<file path="config.mk">
export PLATFORM = sky130hd
export DESIGN_NAME = instruction_queue_flat
export DESIGN_NICKNAME = d
export VERILOG_FILES = /design/src/rtl/instruction_queue_if.sv /design/src/rtl/instruction_queue.sv /design/src/flat_wrapper.sv
export SDC_FILE = /design/constraint.sdc
export NUM_CORES = 1
export LEC_CHECK = 0
export ABC_AREA = 1
export ABC_CLOCK_PERIOD_IN_PS = 2500
export BUFFER_PORTS_ARGS = -buffer_cell sky130_fd_sc_hd__buf_2
export CORE_MARGIN = 2
export CORE_UTILIZATION = 49
export DETAILED_ROUTE_END_ITERATION = 12
export GPL_TIMING_DRIVEN = 0
export PLACE_DENSITY = 0.76
export SLEW_MARGIN = 10
export SYNTH_ARGS = -nofsm -noshare
export SYNTH_HDL_FRONTEND = slang
export SYNTH_SLANG_ARGS = --single-unit
</file>
<file path="constraint.sdc">
create_clock -name clock -period 2.5 [get_ports clock]
set_clock_uncertainty 0.15 [all_clocks]
set_input_delay 0.25 -clock clock [delete_from_list [all_inputs] [get_ports clock]]
set_output_delay 0.25 -clock clock [all_outputs]
set_load 0.01 [all_outputs]
</file>
<file path="src/rtl/instruction_queue_if.sv">
// Bus-side and control-side signals of the instruction queue.
//   master : drives enable/advance/flush/BusMuxOut, observes the head word and status
//   slave  : the queue itself
interface instruction_queue_if #(
  parameter int unsigned DATA_WIDTH = 32,
  parameter int unsigned DEPTH      = 4
);
  localparam int unsigned CntW = $clog2(DEPTH) + 1;

  logic                  enable;
  logic                  advance;
  logic                  flush;
  logic [DATA_WIDTH-1:0] BusMuxOut;
  logic [DATA_WIDTH-1:0] ControlIn;
  logic [4:0]            opcode;
  logic [3:0]            ra;
  logic [3:0]            rb;
  logic [3:0]            rc;
  logic [DATA_WIDTH-1:0] constant;
  logic                  valid;
  logic                  full;
  logic [CntW-1:0]       count;
  logic                  overflow;
  logic                  underflow;

  modport master (
    output enable, advance, flush, BusMuxOut,
    input  ControlIn, opcode, ra, rb, rc, constant, valid, full, count, overflow, underflow
  );

  modport slave (
    input  enable, advance, flush, BusMuxOut,
    output ControlIn, opcode, ra, rb, rc, constant, valid, full, count, overflow, underflow
  );
endinterface

</file>
<file path="src/rtl/instruction_queue.sv">
// Circular FIFO of instruction words between the bus and the control unit.
// The head word is presented on ControlIn (INIT when empty) with Mini SRC field decode.
//   clock : rising-edge clock
//   clear : asynchronous active-low reset
//   q_if  : slave side of instruction_queue_if (push/pop/flush, head word, decode, status)
module instruction_queue #(
  parameter int unsigned           DATA_WIDTH  = 32,
  parameter int unsigned           DEPTH       = 4,
  parameter logic [DATA_WIDTH-1:0] INIT        = '0,
  parameter int unsigned           CONST_WIDTH = 19
) (
  input logic                clock,
  input logic                clear,
  instruction_queue_if.slave q_if
);
  localparam int unsigned PtrW = $clog2(DEPTH);
  localparam int unsigned CntW = PtrW + 1;

  logic [DATA_WIDTH-1:0] r_mem [DEPTH];
  logic [PtrW-1:0]       r_head;
  logic [PtrW-1:0]       r_tail;
  logic [CntW-1:0]       r_count;
  logic                  r_overflow;
  logic                  r_underflow;

  logic                  w_full;
  logic                  w_empty;
  logic                  w_push;
  logic                  w_pop;
  logic [DATA_WIDTH-1:0] w_word;

  assign w_full  = (r_count == CntW'(DEPTH));
  assign w_empty = (r_count == '0);
  // A pop on a full queue frees the slot the simultaneous push needs.
  assign w_push  = q_if.enable && (!w_full || q_if.advance);
  assign w_pop   = q_if.advance && !w_empty;

  always_ff @(posedge clock or negedge clear) begin
    if (!clear) begin
      r_head      <= '0;
      r_tail      <= '0;
      r_count     <= '0;
      r_overflow  <= 1'b0;
      r_underflow <= 1'b0;
    end else if (q_if.flush) begin
      // Flush wins over push/pop and leaves the sticky flags alone.
      r_head  <= '0;
      r_tail  <= '0;
      r_count <= '0;
    end else begin
      if (w_push) r_tail <= r_tail + PtrW'(1);
      if (w_pop)  r_head <= r_head + PtrW'(1);
      case ({w_push, w_pop})
        2'b10:   r_count <= r_count + CntW'(1);
        2'b01:   r_count <= r_count - CntW'(1);
        default: r_count <= r_count;
      endcase
      if (q_if.enable && w_full && !q_if.advance) r_overflow  <= 1'b1;
      if (q_if.advance && w_empty)                r_underflow <= 1'b1;
    end
  end

  // Storage is deliberately not reset.
  always_ff @(posedge clock) begin
    if (!q_if.flush && w_push) r_mem[r_tail] <= q_if.BusMuxOut;
  end

  assign w_word = w_empty ? INIT : r_mem[r_head];

  assign q_if.ControlIn = w_word;
  assign q_if.opcode    = w_word[31:27];
  assign q_if.ra        = w_word[26:23];
  assign q_if.rb        = w_word[22:19];
  assign q_if.rc        = w_word[18:15];
  assign q_if.constant  = {{(DATA_WIDTH - CONST_WIDTH){w_word[CONST_WIDTH-1]}},
                           w_word[CONST_WIDTH-1:0]};
  assign q_if.valid     = !w_empty;
  assign q_if.full      = w_full;
  assign q_if.count     = r_count;
  assign q_if.overflow  = r_overflow;
  assign q_if.underflow = r_underflow;
endmodule

</file>
<file path="src/flat_wrapper.sv">
// flat-port wrapper written by rule: the top's interface ports become plain ports
module instruction_queue_flat 
#(
  parameter int unsigned           DATA_WIDTH  = 32,
  parameter int unsigned           DEPTH       = 4,
  parameter logic [DATA_WIDTH-1:0] INIT        = '0,
  parameter int unsigned           CONST_WIDTH = 19
)
  (clock, clear, q_if_enable, q_if_advance, q_if_flush, q_if_BusMuxOut, q_if_ControlIn, q_if_opcode, q_if_ra, q_if_rb, q_if_rc, q_if_constant, q_if_valid, q_if_full, q_if_count, q_if_overflow, q_if_underflow);
  instruction_queue_if #(.DATA_WIDTH(DATA_WIDTH), .DEPTH(DEPTH)) q_if_i ();
  input logic clock;
  input logic clear;
  input wire logic [$bits(q_if_i.enable)-1:0] q_if_enable;
  input wire logic [$bits(q_if_i.advance)-1:0] q_if_advance;
  input wire logic [$bits(q_if_i.flush)-1:0] q_if_flush;
  input wire logic [$bits(q_if_i.BusMuxOut)-1:0] q_if_BusMuxOut;
  output wire logic [$bits(q_if_i.ControlIn)-1:0] q_if_ControlIn;
  output wire logic [$bits(q_if_i.opcode)-1:0] q_if_opcode;
  output wire logic [$bits(q_if_i.ra)-1:0] q_if_ra;
  output wire logic [$bits(q_if_i.rb)-1:0] q_if_rb;
  output wire logic [$bits(q_if_i.rc)-1:0] q_if_rc;
  output wire logic [$bits(q_if_i.constant)-1:0] q_if_constant;
  output wire logic [$bits(q_if_i.valid)-1:0] q_if_valid;
  output wire logic [$bits(q_if_i.full)-1:0] q_if_full;
  output wire logic [$bits(q_if_i.count)-1:0] q_if_count;
  output wire logic [$bits(q_if_i.overflow)-1:0] q_if_overflow;
  output wire logic [$bits(q_if_i.underflow)-1:0] q_if_underflow;
  assign q_if_i.enable = q_if_enable;
  assign q_if_i.advance = q_if_advance;
  assign q_if_i.flush = q_if_flush;
  assign q_if_i.BusMuxOut = q_if_BusMuxOut;
  assign q_if_ControlIn = q_if_i.ControlIn;
  assign q_if_opcode = q_if_i.opcode;
  assign q_if_ra = q_if_i.ra;
  assign q_if_rb = q_if_i.rb;
  assign q_if_rc = q_if_i.rc;
  assign q_if_constant = q_if_i.constant;
  assign q_if_valid = q_if_i.valid;
  assign q_if_full = q_if_i.full;
  assign q_if_count = q_if_i.count;
  assign q_if_overflow = q_if_i.overflow;
  assign q_if_underflow = q_if_i.underflow;
  instruction_queue #(.DATA_WIDTH(DATA_WIDTH), .DEPTH(DEPTH), .INIT(INIT), .CONST_WIDTH(CONST_WIDTH)) u_core (.clock(clock), .clear(clear), .q_if(q_if_i));
endmodule
</file>
==> results.sh <==
export IMPL_status="finished, final reports clean"
export IMPL_die_area_um2=12900
export IMPL_pwr_share_seq_pct=30.2
export IMPL_fin_crit_sh_pct=97.3
export IMPL_grt_max_degree=25
export IMPL_htreeDepth=4
export IMPL_drtAntennaViolNets=0
export IMPL_required_ns=2.10
export IMPL_hold_violations=0
export IMPL_ir_drop_uv=736
export IMPL_grt_pass1_wl_um=20900
export IMPL_ys_ff_latch=137
export IMPL_leakage_nw=3.30
export IMPL_crit_slowest_cell="dfrtp_1"
export IMPL_avgSynthCellArea_um2=11.8
export IMPL_clock_path_buffers=2
export IMPL_root_buffer="clkbuf_16"
export IMPL_ios=125
export IMPL_fin_area_um2=7980
export IMPL_power_switching_mw=3.01
export IMPL_netlist_area_leader_share_pct=65.2
export IMPL_grt_pass1_vias=4228
export IMPL_track_usage_pct=21.2
export IMPL_yosysSeqAreaShare_pct=69.0
export IMPL_firstDrtPassIters=4
export IMPL_synth_top_area_cell="edfxtp_1"
export IMPL_critPathKind="register to output port"
export IMPL_start_util_pct=49.7
export IMPL_vias=4293
export IMPL_path_clk_slew_ns=0.06
export IMPL_drive_gt1_share_pct=36.8
export IMPL_path_max_fanout=7
export IMPL_clock_sinks=137
export IMPL_route_detailed_drc=0
export IMPL_cp_start_kind="register"
export IMPL_drv_cap=0
export IMPL_cp_arrival_ns=2.03
export IMPL_syn_inst=498
export IMPL_syn_nets=540
export IMPL_period_minus_slack_ns=2.43
export IMPL_yosysMostFrequentCell="nor2_1"
export IMPL_die_height_um=114
export IMPL_numCtsBuffers=17
export IMPL_insertion_delay_ns=0.41
export IMPL_antennaDiodeCount=0
export IMPL_gp_congestion=0.826
export IMPL_synthTopCellsByArea="edfxtp_1 65%, nor2_1 8.5%, buf_4 6.4%"
export IMPL_drt_iter0_drc=306
export IMPL_routed_wl_um=13700
export IMPL_hp_class="input port to async pin"
export IMPL_viasPerCell=5.04
export IMPL_slew_violations=0
export IMPL_netlist_top_cells_count="133 x nor2_1, 128 x edfxtp_1, 50 x buf_4, 50 x o21ai_1, 35 x a21oi_1"
export IMPL_wire_per_inst_um=16.1
export IMPL_p_per_area_nw_per_um2=1130
export IMPL_antenna_found_initial=0
export IMPL_hold_ws_ns=0.0647
export IMPL_grt_overflow=0
export IMPL_syn_to_final_growth_pct=35.3
export IMPL_ys_async_sr_fraction_pct=6.57
export IMPL_max_stage_delay_ns=0.42
export IMPL_path_cells="buf_6 -> buf_8 -> nor2_1 -> nor2_1 -> o21ai_2 -> a21oi_4 -> buf_6 -> buf_4 -> buf_2"
export IMPL_nets=733
export IMPL_synthesis_area_um2=5900
export IMPL_core_um2=11900
export IMPL_internal_power_mw=5.99
export IMPL_p_sw_share_pct=33.5
export IMPL_synth_cell_type_count=25
export IMPL_fin_util_pct=67.3
export IMPL_dominantRegCellSynth="edfxtp_1"
export IMPL_post_dp_hpwl_um=8460
export IMPL_worstSetupEndpointType="output port"
export IMPL_maxSlewHeadroom_pct=60.9
export IMPL_synth_edf_count=128
export IMPL_num_rows=40
export IMPL_tightest_slew_ns=0.586
export IMPL_p_comb_share_pct=41.9
export IMPL_cts_tree="yes"
export IMPL_postPlaceCellArea_um2=6830
export IMPL_clock_fmax_mhz=411
export IMPL_port_buffers=124
export IMPL_p_clk_share_pct=27.9
export IMPL_yosysWarningCount=0
export IMPL_die_w_um=114
export IMPL_setup_viol_count_final=0
logic make-up (layout without fill, tap and decap cells):
| logic type | count (synthesis) | after routing | share of synthesized area [%] |
|---|---|---|---|
| AND/OR/NAND/NOR | 159 | 159 | 10.7 |
| flip-flops | 137 | 137 | 69.0 |
| AO/OA/AOI/OAI | 105 | 105 | 9.02 |
| buffers and inverters | 91 | 297 | 9.97 |
| adder cells (fa/ha/maj) | 5 | 5 | 1.19 |
| XOR/XNOR | 1 | 1 | 0.149 |
registers in the layout, indices dropped and copies added (netlist names):
register and flops:
u_core.r_mem 128, u_core.q_if.count 3, u_core.q_if.underflow 1, u_core.r_head 2, u_core.r_tail 2, u_core.q_if.overflow 1
final cells by class:
cell class	count	area (um2)
buffer	74	573
clock buffer	18	429
clock inverter	14	173
fill	849	3880
inverter	17	63.8
multi-input combinational	270	1290
sequential	137	4070
tap	147	184
timing repair buffer	174	1190
cell usage in the layout (no fill, tap or decap), drive strengths merged:
cell type    netlist  routed
a21oi             35      35
a31o               1       1
buf               68     204
bufinv             0       3
clkbuf             6      26
clkinv             0       5
clkinvlp           0       4
dfrtp              9       9
dlygate4sd3        0      36
edfxtp           128     128
fa                 1       1
ha                 4       4
inv               17      19
nand2             13      13
nand3              9       9
nand4              2       2
nor2             134     134
nor3               1       1
o21ai             68      68
o21bai             1       1
xnor2              1       1
power groups by stage:
stage               clock network, mW  registers, mW  logic (mW)
floorplan                           0           2.76        2.18
global placement                    0           2.76        3.38
detailed placement                  0           2.76        3.48
CTS                              2.53           2.71        3.61
global route                     2.62           2.73        4.08
finish                           2.52           2.72        3.77
metal layers:
| metal | wire (um) | track usage [%] |
|---|---|---|
| met4 | 175 | 6.99 |
| met2 | 7050 | 37.2 |
| met1 | 5660 | 26.5 |
| met3 | 829 | 4.57 |
| met5 | 0 | 0 |
what timing repair did:
action                                 4_1_cts  5_1_grt
endpoints found under the hold margin      140        0
pin swaps                                    1        3
hold buffers                                36        0
setup endpoints to repair                   18       57
setup buffers                                3        7
resized for setup                            5       30
worst max-delay path, delay by kind of cell, from the launching register on:
kind                   cells  cell delay (ns)
buffers and inverters      5             0.67
flip-flops                 1             0.42
AND/OR/NAND/NOR            2             0.19
AO/OA/AOI/OAI              2             0.33
path summary, 6_finish.rpt:
kind	end	slack, ns	depth (start not counted)	from
setup / recovery	q_if_constant[20]	0.07	9	u_core.r_head[0]
hold reg to reg	u_core.q_if.underflow	0.32	1	u_core.q_if.underflow
setup reg to reg	u_core.r_mem[2][2]	0.25	7	u_core.q_if.count[1]
hold / removal	u_core.q_if.count[1]	0.06	2	clear
max in group asynchronous	u_core.q_if.count[0]	1.94	2	clear
min in group clock	u_core.q_if.underflow	0.32	1	u_core.q_if.underflow
per-stage QoR:
stage / worst slack (ns) / total power, mW / setup TNS (ns) / cells
after floorplan: -0.364 / 4.95 / -46.62 / 498
after global placement: -1.44 / 6.14 / -180.11 / 769
after detailed placement: -0.190 / 6.24 / -2.57 / 773
after CTS: 0.00420 / 8.85 / 0 / 844
after global routing: -0.0176 / 9.44 / -0.0368 / 851
final: 0.0681 / 9.00 / 0 / 851
(Power assumes the default switching activity.)
